==> config.mk <==
export PLATFORM = sky130hd
export DESIGN_NAME = hdmi_i2c_arbiter
export DESIGN_NICKNAME = d
export VERILOG_FILES = /design/src/rtl/hdmi_i2c_arbiter.sv
export SDC_FILE = /design/constraint.sdc
export NUM_CORES = 1
export LEC_CHECK = 0
export CAP_MARGIN = 20
export CORE_ASPECT_RATIO = 0.6
export CORE_MARGIN = 4
export CORE_UTILIZATION = 28
export CTS_CLUSTER_SIZE = 20
export DETAILED_ROUTE_END_ITERATION = 8
export SYNTH_ARGS = -nofsm -noshare
export SYNTH_HDL_FRONTEND = slang
export SYNTH_SLANG_ARGS = --single-unit
==> constraint.sdc <==
create_clock -name clk -period 2.15 [get_ports clk]
set_clock_uncertainty 0.15 [all_clocks]
set_input_delay 0.3225 -clock clk [delete_from_list [all_inputs] [get_ports clk]]
set_output_delay 0.3225 -clock clk [all_outputs]
set_load 0.01 [all_outputs]
==> src/rtl/hdmi_i2c_arbiter.sv <==
// hdmi_i2c_arbiter: shares one I2C byte controller between two register-level
// requesters. Each grant covers one full register write or one register read
// using a repeated START. Requesters are served round-robin, with an idle gap
// enforced between transactions.
module hdmi_i2c_arbiter #(
    parameter logic [23:0] TIMEOUT = 24'd2000000,
    parameter logic [7:0]  GAP     = 8'd32
) (
    input  logic       clk,
    input  logic       reset,
    input  logic       req0_valid,
    input  logic       req0_rw,
    input  logic [7:0] req0_dev,
    input  logic [7:0] req0_reg,
    input  logic [7:0] req0_wdata,
    output logic       req0_ready,
    output logic       req0_done,
    output logic       req0_err,
    output logic [7:0] req0_rdata,
    input  logic       req1_valid,
    input  logic       req1_rw,
    input  logic [7:0] req1_dev,
    input  logic [7:0] req1_reg,
    input  logic [7:0] req1_wdata,
    output logic       req1_ready,
    output logic       req1_done,
    output logic       req1_err,
    output logic [7:0] req1_rdata,
    output logic       i2c_start,
    output logic       i2c_stop,
    output logic       i2c_read,
    output logic       i2c_write,
    output logic       i2c_ack_out,
    output logic [7:0] i2c_dout,
    input  logic       i2c_done,
    input  logic       i2c_ack_in,
    input  logic [7:0] i2c_din,
    input  logic       i2c_al,
    output logic       busy
);

    typedef enum logic [2:0] {
        S_IDLE   = 3'd0,
        S_DEV    = 3'd1,
        S_REG    = 3'd2,
        S_RSTART = 3'd3,
        S_RDATA  = 3'd4,
        S_WDATA  = 3'd5,
        S_ESTOP  = 3'd6,
        S_GAP    = 3'd7
    } state_t;

    // Command word layout: {start, stop, read, write, ack_out}
    localparam logic [4:0] CMD_NONE  = 5'b00000;
    localparam logic [4:0] CMD_SW    = 5'b10010;  // START + WRITE
    localparam logic [4:0] CMD_W     = 5'b00010;  // WRITE
    localparam logic [4:0] CMD_WP    = 5'b01010;  // WRITE + STOP
    localparam logic [4:0] CMD_RPN   = 5'b01101;  // READ + STOP, master NACK
    localparam logic [4:0] CMD_P     = 5'b01000;  // STOP alone

    state_t      state_q, state_d;
    logic        last_q, last_d;      // last granted requester
    logic        cur_q, cur_d;        // current owner of the bus
    logic        rw_q, rw_d;
    logic [6:0]  dev_q, dev_d;        // 7-bit device address (R/W bit dropped)
    logic [7:0]  reg_q, reg_d;
    logic [7:0]  wdata_q, wdata_d;
    logic [4:0]  cmd_q, cmd_d;
    logic [7:0]  dout_q, dout_d;
    logic [1:0]  ready_q, ready_d;
    logic [1:0]  done_q, done_d;
    logic [1:0]  err_q, err_d;
    logic [7:0]  rdata0_q, rdata0_d;
    logic [7:0]  rdata1_q, rdata1_d;
    logic        busy_q, busy_d;
    logic [23:0] tmo_q, tmo_d;
    logic [7:0]  gap_q, gap_d;

    logic        gnt;                 // requester chosen in IDLE
    logic        fin;                 // transaction ends this cycle
    logic        fin_err;             // error status of that ending

    // Next-state logic: arbitration, command sequencing, timeout and gap count
    always_comb begin
        state_d  = state_q;
        last_d   = last_q;
        cur_d    = cur_q;
        rw_d     = rw_q;
        dev_d    = dev_q;
        reg_d    = reg_q;
        wdata_d  = wdata_q;
        cmd_d    = cmd_q;
        dout_d   = dout_q;
        ready_d  = 2'b00;
        done_d   = 2'b00;
        err_d    = 2'b00;
        rdata0_d = rdata0_q;
        rdata1_d = rdata1_q;
        busy_d   = busy_q;
        tmo_d    = tmo_q;
        gap_d    = gap_q;
        gnt      = 1'b0;
        fin      = 1'b0;
        fin_err  = 1'b0;

        case (state_q)
            S_IDLE: begin
                if (req0_valid && req1_valid) begin
                    gnt = ~last_q;
                end else begin
                    gnt = req1_valid;
                end
                if (req0_valid || req1_valid) begin
                    cur_d        = gnt;
                    last_d       = gnt;
                    rw_d         = gnt ? req1_rw       : req0_rw;
                    dev_d        = gnt ? req1_dev[7:1] : req0_dev[7:1];
                    reg_d        = gnt ? req1_reg      : req0_reg;
                    wdata_d      = gnt ? req1_wdata    : req0_wdata;
                    ready_d[gnt] = 1'b1;
                    busy_d       = 1'b1;
                    state_d      = S_DEV;
                end else begin
                    state_d = S_IDLE;
                end
            end

            S_GAP: begin
                if (gap_q >= GAP - 8'd1) begin
                    gap_d   = 8'd0;
                    busy_d  = 1'b0;
                    state_d = S_IDLE;
                end else begin
                    gap_d = gap_q + 8'd1;
                end
            end

            default: begin
                if (i2c_al) begin
                    // Lost the bus: the controller has released it, no STOP.
                    fin     = 1'b1;
                    fin_err = 1'b1;
                end else if (cmd_q == CMD_NONE) begin
                    // Only DEV is entered without a command already loaded.
                    cmd_d  = CMD_SW;
                    dout_d = {dev_q, 1'b0};
                    tmo_d  = 24'd0;
                end else if (i2c_done) begin
                    tmo_d = 24'd0;
                    case (state_q)
                        S_DEV, S_REG, S_RSTART: begin
                            if (i2c_ack_in) begin
                                cmd_d   = CMD_P;
                                dout_d  = 8'd0;
                                state_d = S_ESTOP;
                            end else if (state_q == S_DEV) begin
                                cmd_d   = CMD_W;
                                dout_d  = reg_q;
                                state_d = S_REG;
                            end else if (state_q == S_RSTART) begin
                                cmd_d   = CMD_RPN;
                                dout_d  = 8'd0;
                                state_d = S_RDATA;
                            end else if (rw_q) begin
                                cmd_d   = CMD_SW;
                                dout_d  = {dev_q, 1'b1};
                                state_d = S_RSTART;
                            end else begin
                                cmd_d   = CMD_WP;
                                dout_d  = wdata_q;
                                state_d = S_WDATA;
                            end
                        end
                        S_RDATA: begin
                            if (cur_q) begin
                                rdata1_d = i2c_din;
                            end else begin
                                rdata0_d = i2c_din;
                            end
                            fin = 1'b1;
                        end
                        S_WDATA: begin
                            // STOP already went out with this byte.
                            fin     = 1'b1;
                            fin_err = i2c_ack_in;
                        end
                        S_ESTOP: begin
                            fin     = 1'b1;
                            fin_err = 1'b1;
                        end
                        default: begin
                            fin     = 1'b1;
                            fin_err = 1'b1;
                        end
                    endcase
                end else if (tmo_q >= TIMEOUT - 24'd1) begin
                    fin     = 1'b1;
                    fin_err = 1'b1;
                end else begin
                    tmo_d = tmo_q + 24'd1;
                end

                if (fin) begin
                    cmd_d          = CMD_NONE;
                    dout_d         = 8'd0;
                    done_d[cur_q]  = 1'b1;
                    err_d[cur_q]   = fin_err;
                    gap_d          = 8'd0;
                    tmo_d          = 24'd0;
                    state_d        = S_GAP;
                end else begin
                    gap_d = gap_q;
                end
            end
        endcase
    end

    // State and registered outputs, with synchronous reset
    always_ff @(posedge clk) begin
        if (reset) begin
            state_q  <= S_IDLE;
            last_q   <= 1'b1;
            cur_q    <= 1'b0;
            rw_q     <= 1'b0;
            dev_q    <= 7'd0;
            reg_q    <= 8'd0;
            wdata_q  <= 8'd0;
            cmd_q    <= CMD_NONE;
            dout_q   <= 8'd0;
            ready_q  <= 2'b00;
            done_q   <= 2'b00;
            err_q    <= 2'b00;
            rdata0_q <= 8'd0;
            rdata1_q <= 8'd0;
            busy_q   <= 1'b0;
            tmo_q    <= 24'd0;
            gap_q    <= 8'd0;
        end else begin
            state_q  <= state_d;
            last_q   <= last_d;
            cur_q    <= cur_d;
            rw_q     <= rw_d;
            dev_q    <= dev_d;
            reg_q    <= reg_d;
            wdata_q  <= wdata_d;
            cmd_q    <= cmd_d;
            dout_q   <= dout_d;
            ready_q  <= ready_d;
            done_q   <= done_d;
            err_q    <= err_d;
            rdata0_q <= rdata0_d;
            rdata1_q <= rdata1_d;
            busy_q   <= busy_d;
            tmo_q    <= tmo_d;
            gap_q    <= gap_d;
        end
    end

    assign req0_ready  = ready_q[0];
    assign req1_ready  = ready_q[1];
    assign req0_done   = done_q[0];
    assign req1_done   = done_q[1];
    assign req0_err    = err_q[0];
    assign req1_err    = err_q[1];
    assign req0_rdata  = rdata0_q;
    assign req1_rdata  = rdata1_q;
    assign i2c_start   = cmd_q[4];
    assign i2c_stop    = cmd_q[3];
    assign i2c_read    = cmd_q[2];
    assign i2c_write   = cmd_q[1];
    assign i2c_ack_out = cmd_q[0];
    assign i2c_dout    = dout_q;
    assign busy        = busy_q;

endmodule

## Yosys cells after proc, flatten, opt, wreduce, memory -nomap -nowiden

Cells that the tools add are included.

- Add/subtract/negate cells: 2
- $lt $le $gt $ge: 6
- Equal/unequal tests: 12
- Mux-type cells: 62
- Bitwise operators: 9
- Reductions and logical operators: 25

Operators with widths:

| cell | number |
|---|---|
| two-way mux 24 bit | 5 |
| two-way mux 8 bit | 13 |
| two-way mux 5 bit | 9 |
| two-way mux 3 bit | 10 |
| adder 24 x 1 -> 24 bit, second input constant | 1 |
| >= comparator 24 x 21 -> 1 bit, second input constant | 1 |
| two-way mux 1 bit | 18 |
| one-hot mux 8 bit (2 select lines) | 1 |
| AND reduction 6 bit | 2 |
| equality test 3 bit, second input constant | 3 |
| adder 8 x 1 -> 8 bit, second input constant | 1 |
| >= comparator 8 x 5 -> 1 bit, second input constant | 1 |
| inequality test 4 x 1 -> 1 bit, second input constant | 2 |
| NOT 1 bit | 8 |
| nonzero test 4 bit | 2 |
| OR reduction 4 bit | 2 |
| two-way mux 7 bit | 1 |
| equality test 3 x 2 -> 1 bit, second input constant | 2 |
| one-hot mux 3 bit (2 select lines) | 1 |
| AND reduction 3 bit | 2 |
| nonzero test 3 bit | 2 |
| OR reduction 3 bit | 2 |
| logical NOT 5 bit | 1 |
| AND reduction 5 bit | 1 |
| 16 further kinds | 25 |

- Flip-flop bits (word level): 97
- Input port bits: 65
- Output and inout bits: 36

## Logic depth before layout (Yosys ltp)

- Word-level depth: 10
- Mapped depth: 10
- Depth with buffers taken out: 7

## Worst setup path after synthesis

Ideal clock, no wire load.

- Path type: register to register
- Start point: register tmo_q[11]
- End point: register cmd_q[2]
- Data arrival time: 2.026 ns
- Required time: 1.883 ns
- Path slack: -0.143 ns
- Cell stages (with the launch flop): 6
- Buffers on the path: 0
- Cells stage by stage: dfxtp_1 or4_4 o41a_1 a41o_1 and3_1 a32o_1

- Word-level cells in the longest chain between the ends: 8
- Elaborated cells between the ends (all ways): 11

Ends and longest elaborated chain:

| item | RTL line | source |
|---|---|---|
| start, declared | 76 | `logic [23:0] tmo_q, tmo_d;` |
| start signal, assigned | 254 | `tmo_q <= tmo_d;` |
| >= comparator 24 x 21 -> 1 bit * | 196 | `end else if (tmo_q >= TIMEOUT - 24'd1) begin` |
| two-way mux 1 bit * | 196 |  |
| two-way mux 1 bit * | 148 | `end else if (i2c_done) begin` |
| two-way mux 1 bit * | 143 | `end else if (cmd_q == CMD_NONE) begin` |
| two-way mux 1 bit * | 139 | `if (i2c_al) begin` |
| two-way mux 1 bit * | 106 | `case (state_q)` |
| inequality test 2 x 1 -> 1 bit (no line) / nonzero test 3 bit (equally long branches) | n/a |  |
| AND reduction 4 bit (no line) | n/a |  |
| end signal, assigned | 246 | `cmd_q <= cmd_d;` |
| end, declared | 68 | `logic [4:0] cmd_q, cmd_d;` |

Every way passes the cells marked *; elsewhere a longest branch is shown, timed or not. The select of a mux whose other input is x is not followed.
A chain may end at the register's enable or synchronous reset.

## Worst setup path after layout

- Start point: register tmo_q[14]
- End point: register state_q[1]

- Word-level cells in the longest chain between the ends: 8
- Elaborated cells between the ends (all ways): 13

Ends and longest elaborated chain:

| item | RTL line | source |
|---|---|---|
| >= comparator 24 x 21 -> 1 bit * | 196 |  |
| two-way mux 1 bit * | 196 |  |
| two-way mux 1 bit * | 148 |  |
| two-way mux 1 bit * | 143 |  |
| two-way mux 1 bit * | 139 |  |
| two-way mux 1 bit * | 106 |  |
| inequality test 4 x 1 -> 1 bit (no line) (tied with other cells) | n/a |  |
| AND reduction 5 bit (no line) / one-hot mux 3 bit (2 select lines) (equally long branches) | n/a |  |
| end signal, assigned | 239 | `state_q <= state_d;` |
| end, declared | 61 | `state_t state_q, state_d;` |

Marks and branches as above.

==> impl_metrics.json <==
{
  "status": "complete, but fails checks",
  "violations": "setup timing",
  "globalplace.congestion": 0.901,
  "synth_enable_flop_cells": 0,
  "syn_area_sq_um": 4610,
  "vias": 4519,
  "post-place-ws_ns": -0.185,
  "power_frac_clock_pct": 22.8,
  "yosysSeqAreaShare_pct": 41.7,
  "place_hpwl_microns": 10200,
  "period_needed_ns": 2.33,
  "cp_max_fo": 4,
  "comb_power_share_pct": 45.5,
  "rsz0062_at_grt": "yes",
  "drc_errors": 0,
  "period_share_pct": 108,
  "finish.utilization_pct": 42.8,
  "grt_pass1_vias": 4432,
  "postRouteAntennaNets": 0,
  "root_buffer": "clkbuf_16",
  "nets": 747,
  "grt_max_degree": 64,
  "synth_warnings": 0,
  "endpoint": "state_q[1]",
  "synth_cell_type_count": 60,
  "clk_pin_slew_ns": 0.07,
  "firstDrtPassIters": 5,
  "synth_compound_area_share_pct": 19.7,
  "cp-end-kind": "flop",
  "synth_nets": 590,
  "yosys.area_share.simple_pct": 21.0,
  "p_switching_mw": 2.81,
  "synth_top_family_by_area": "simple AND/OR/NAND/NOR gates",
  "netlist_top_cells_count": "96 x dfxtp_1, 93 x nor2_1, 47 x mux2i_1",
  "drtIter0Drc": 249,
  "slew_violations": 0,
  "switching_share_pct": 37.3,
  "hold_viol_final": 0,
  "ctsHtreeMaxLevel": 3,
  "avgSynthCellArea_sq_um": 8.82,
  "cts.sinks": 96,
  "die_w_microns": 174,
  "core_area_sq_um": 16200,
  "maxSlewHeadroom_pct": 65.3,
  "ioPinCount": 101,
  "antenna_found_initial": 1,
  "synth.most_common_cell": "dfxtp_1",
  "async_reset_ff_share_pct": 0,
  "synth.area.mux_share_pct": 10.2,
  "crit_path_start": "tmo_q[14]",
  "place_area_sq_um": 6300,
  "fillCellCount": 1551,
  "dieArea_sq_um": 18700,
  "ys_ff_latch": 96,
  "clock_latency_ns": 0.35,
  "r2r_end": "state_q[1]",
  "setup_viol": 47,
  "p_leak_nw": 2.75,
  "wire_per_inst_microns": 15.7,
  "grt_pass1_wl_microns": 22800,
  "cts_buffers": 9,
  "startpoint_type": "flop",
  "cp.arrival_ns": 2.44,
  "crit_required_ns": 2.26,
  "num_rows": 36,
  "drive_above_1_share_pct": 21.9,
  "intPower_mw": 4.73,
  "ff_latch_area_sq_um": 1920,
  "instances_no_fill": 895,
  "areaGrowthSynthToFinish_pct": 50.0,
  "powerDensity_nw_per_um2": 1090,
  "synthCells": 523,
  "grt_use_total_pct": 15.1,
  "worstReg2RegStart": "tmo_q[14]",
  "multi_input_area_sq_um": 2720,
  "dp_cells": 867,
  "avgViaCountPerCell": 5.05,
  "fp.dieH_microns": 107,
  "start_util_pct": 28.5,
  "netlist_top_cells_area": "dfxtp_1 42%, mux2i_1 10%, nor2_1 7.6%, a211oi_1 4.2%, a21oi_1 2.9%",
  "cts_tree": "built",
  "yosys.area_share.xor_xnor_pct": 2.85,
  "layout_setup_ws_ns": -0.176,
  "power_frac_seq_pct": 31.7,
  "postCtsHoldBufs": 0,
  "routed_wl_microns": 14100,
  "clock_path_buffers": 2,
  "worst_r2r_path_depth": 6,
  "synth_fa_ha_area_share_pct": 0.542,
  "worstHoldPathType": "input pin to flop",
  "synth_top_area_share_pct": 41.7,
  "clock.fmax_mhz": 430,
  "maxCapViolations": 0,
  "ys.flop_type": "dfxtp_1",
  "ir_drop_uv": 468,
  "r2r_slack_ns": -0.18,
  "io_buffers": 98,
  "tightest_slew_ns": 0.521,
  "fin_area_sq_um": 6920,
  "fin_tns_setup_ns": -5.18,
  "yosys.area.top_type": "dfxtp_1",
  "setup.worst_path.class": "flop to flop",
  "grt-ovfl-total": 0
}
worst max-delay path: stages (launching register included):
cell      delay [ns]
dfxtp_2         0.32
or4_4           0.56
o21bai_4        0.20
a22o_4          0.27
o31ai_1         0.44
nand2_1         0.11
a21oi_1         0.19
layout make-up:
class / count / area share, %
clock inverter: 6 / 1.32
sequential: 96 / 27.8
antenna: 1 / 0.0362
timing repair buffer: 181 / 24.0
tap: 209 / 3.78
clock buffer: 10 / 3.31
inverter: 7 / 0.380
multi-input combinational: 385 / 39.3
power by group through the flow:
stage / sequential [mW] / combinational (mW) / clock (mW)
floorplan: 2.35 / 1.84 / 0
global placement: 2.42 / 2.89 / 0
detailed placement: 2.43 / 2.93 / 0
CTS: 2.39 / 3.30 / 1.76
global route: 2.44 / 3.74 / 1.85
finish: 2.40 / 3.43 / 1.72
cells by family after synthesis:
kind of cell | Yosys count
buffers and inverters | 44
adders and majority gates | 2
and+or+nand+nor | 202
AOI/OAI and AO/OA | 117
DFF | 96
xor gates and xnor gates | 15
muxes | 47
sequential cells by signal, indices dropped and copies added, names as in the netlist:
register	cells
wdata_q	8
dev_q	7
cmd_q	4
err_q	2
req1_rdata	8
rw_q	1
gap_q	8
tmo_q	24
i2c_dout	8
reg_q	8
done_q	2
cur_q	1
ready_q	2
last_q	1
req0_rdata	8
busy	1
state_q	3
cell usage in the layout (no fill, tap or decap), types with 9 or more instances in the layout:
| cell | n |
|---|---|
| clkdlybuf4s50_1 | 97 |
| dfxtp_1 | 94 |
| nor2_1 | 84 |
| buf_4 | 73 |
| mux2i_1 | 47 |
| a211oi_1 | 26 |
| a21oi_1 | 25 |
| nand2_1 | 23 |
| nand3_1 | 16 |
| xor2_1 | 11 |
| a22o_1 | 9 |
| clkbuf_16 | 9 |
how the worst min path moves through the flow:
stage,depth (start not counted),endpoint,from
floorplan,2,gap_q[7],gap_q[7]
global placement,2,gap_q[7],gap_q[7]
detailed placement,1,tmo_q[22],tmo_q[22]
CTS,2,state_q[1],reset
global route,2,state_q[2],reset
finish,2,state_q[2],reset
per-layer routing:
metal | GRT usage (%) | routed length [microns]
met1 | 21.1 | 6810
met2 | 22.9 | 6090
met4 | 3.84 | 233
met3 | 4.32 | 954
met5 | 0 | 0
metrics by stage:
step                      total power [mW]  hold WS (ns)
after CTS                             7.45         0.225
after global placement                5.31         0.312
after global routing                  8.03         0.272
after detailed placement              5.36         0.330
final                                 7.55         0.260
after floorplan                       4.18         0.297
timing repair:
action,4_1_cts,5_1_grt
gates cloned,2,0
resized for setup,20,27
buffers inserted,8,3
setup endpoints to repair,47,73
pin swaps,15,15
Power figures use the tool's default switching activity.
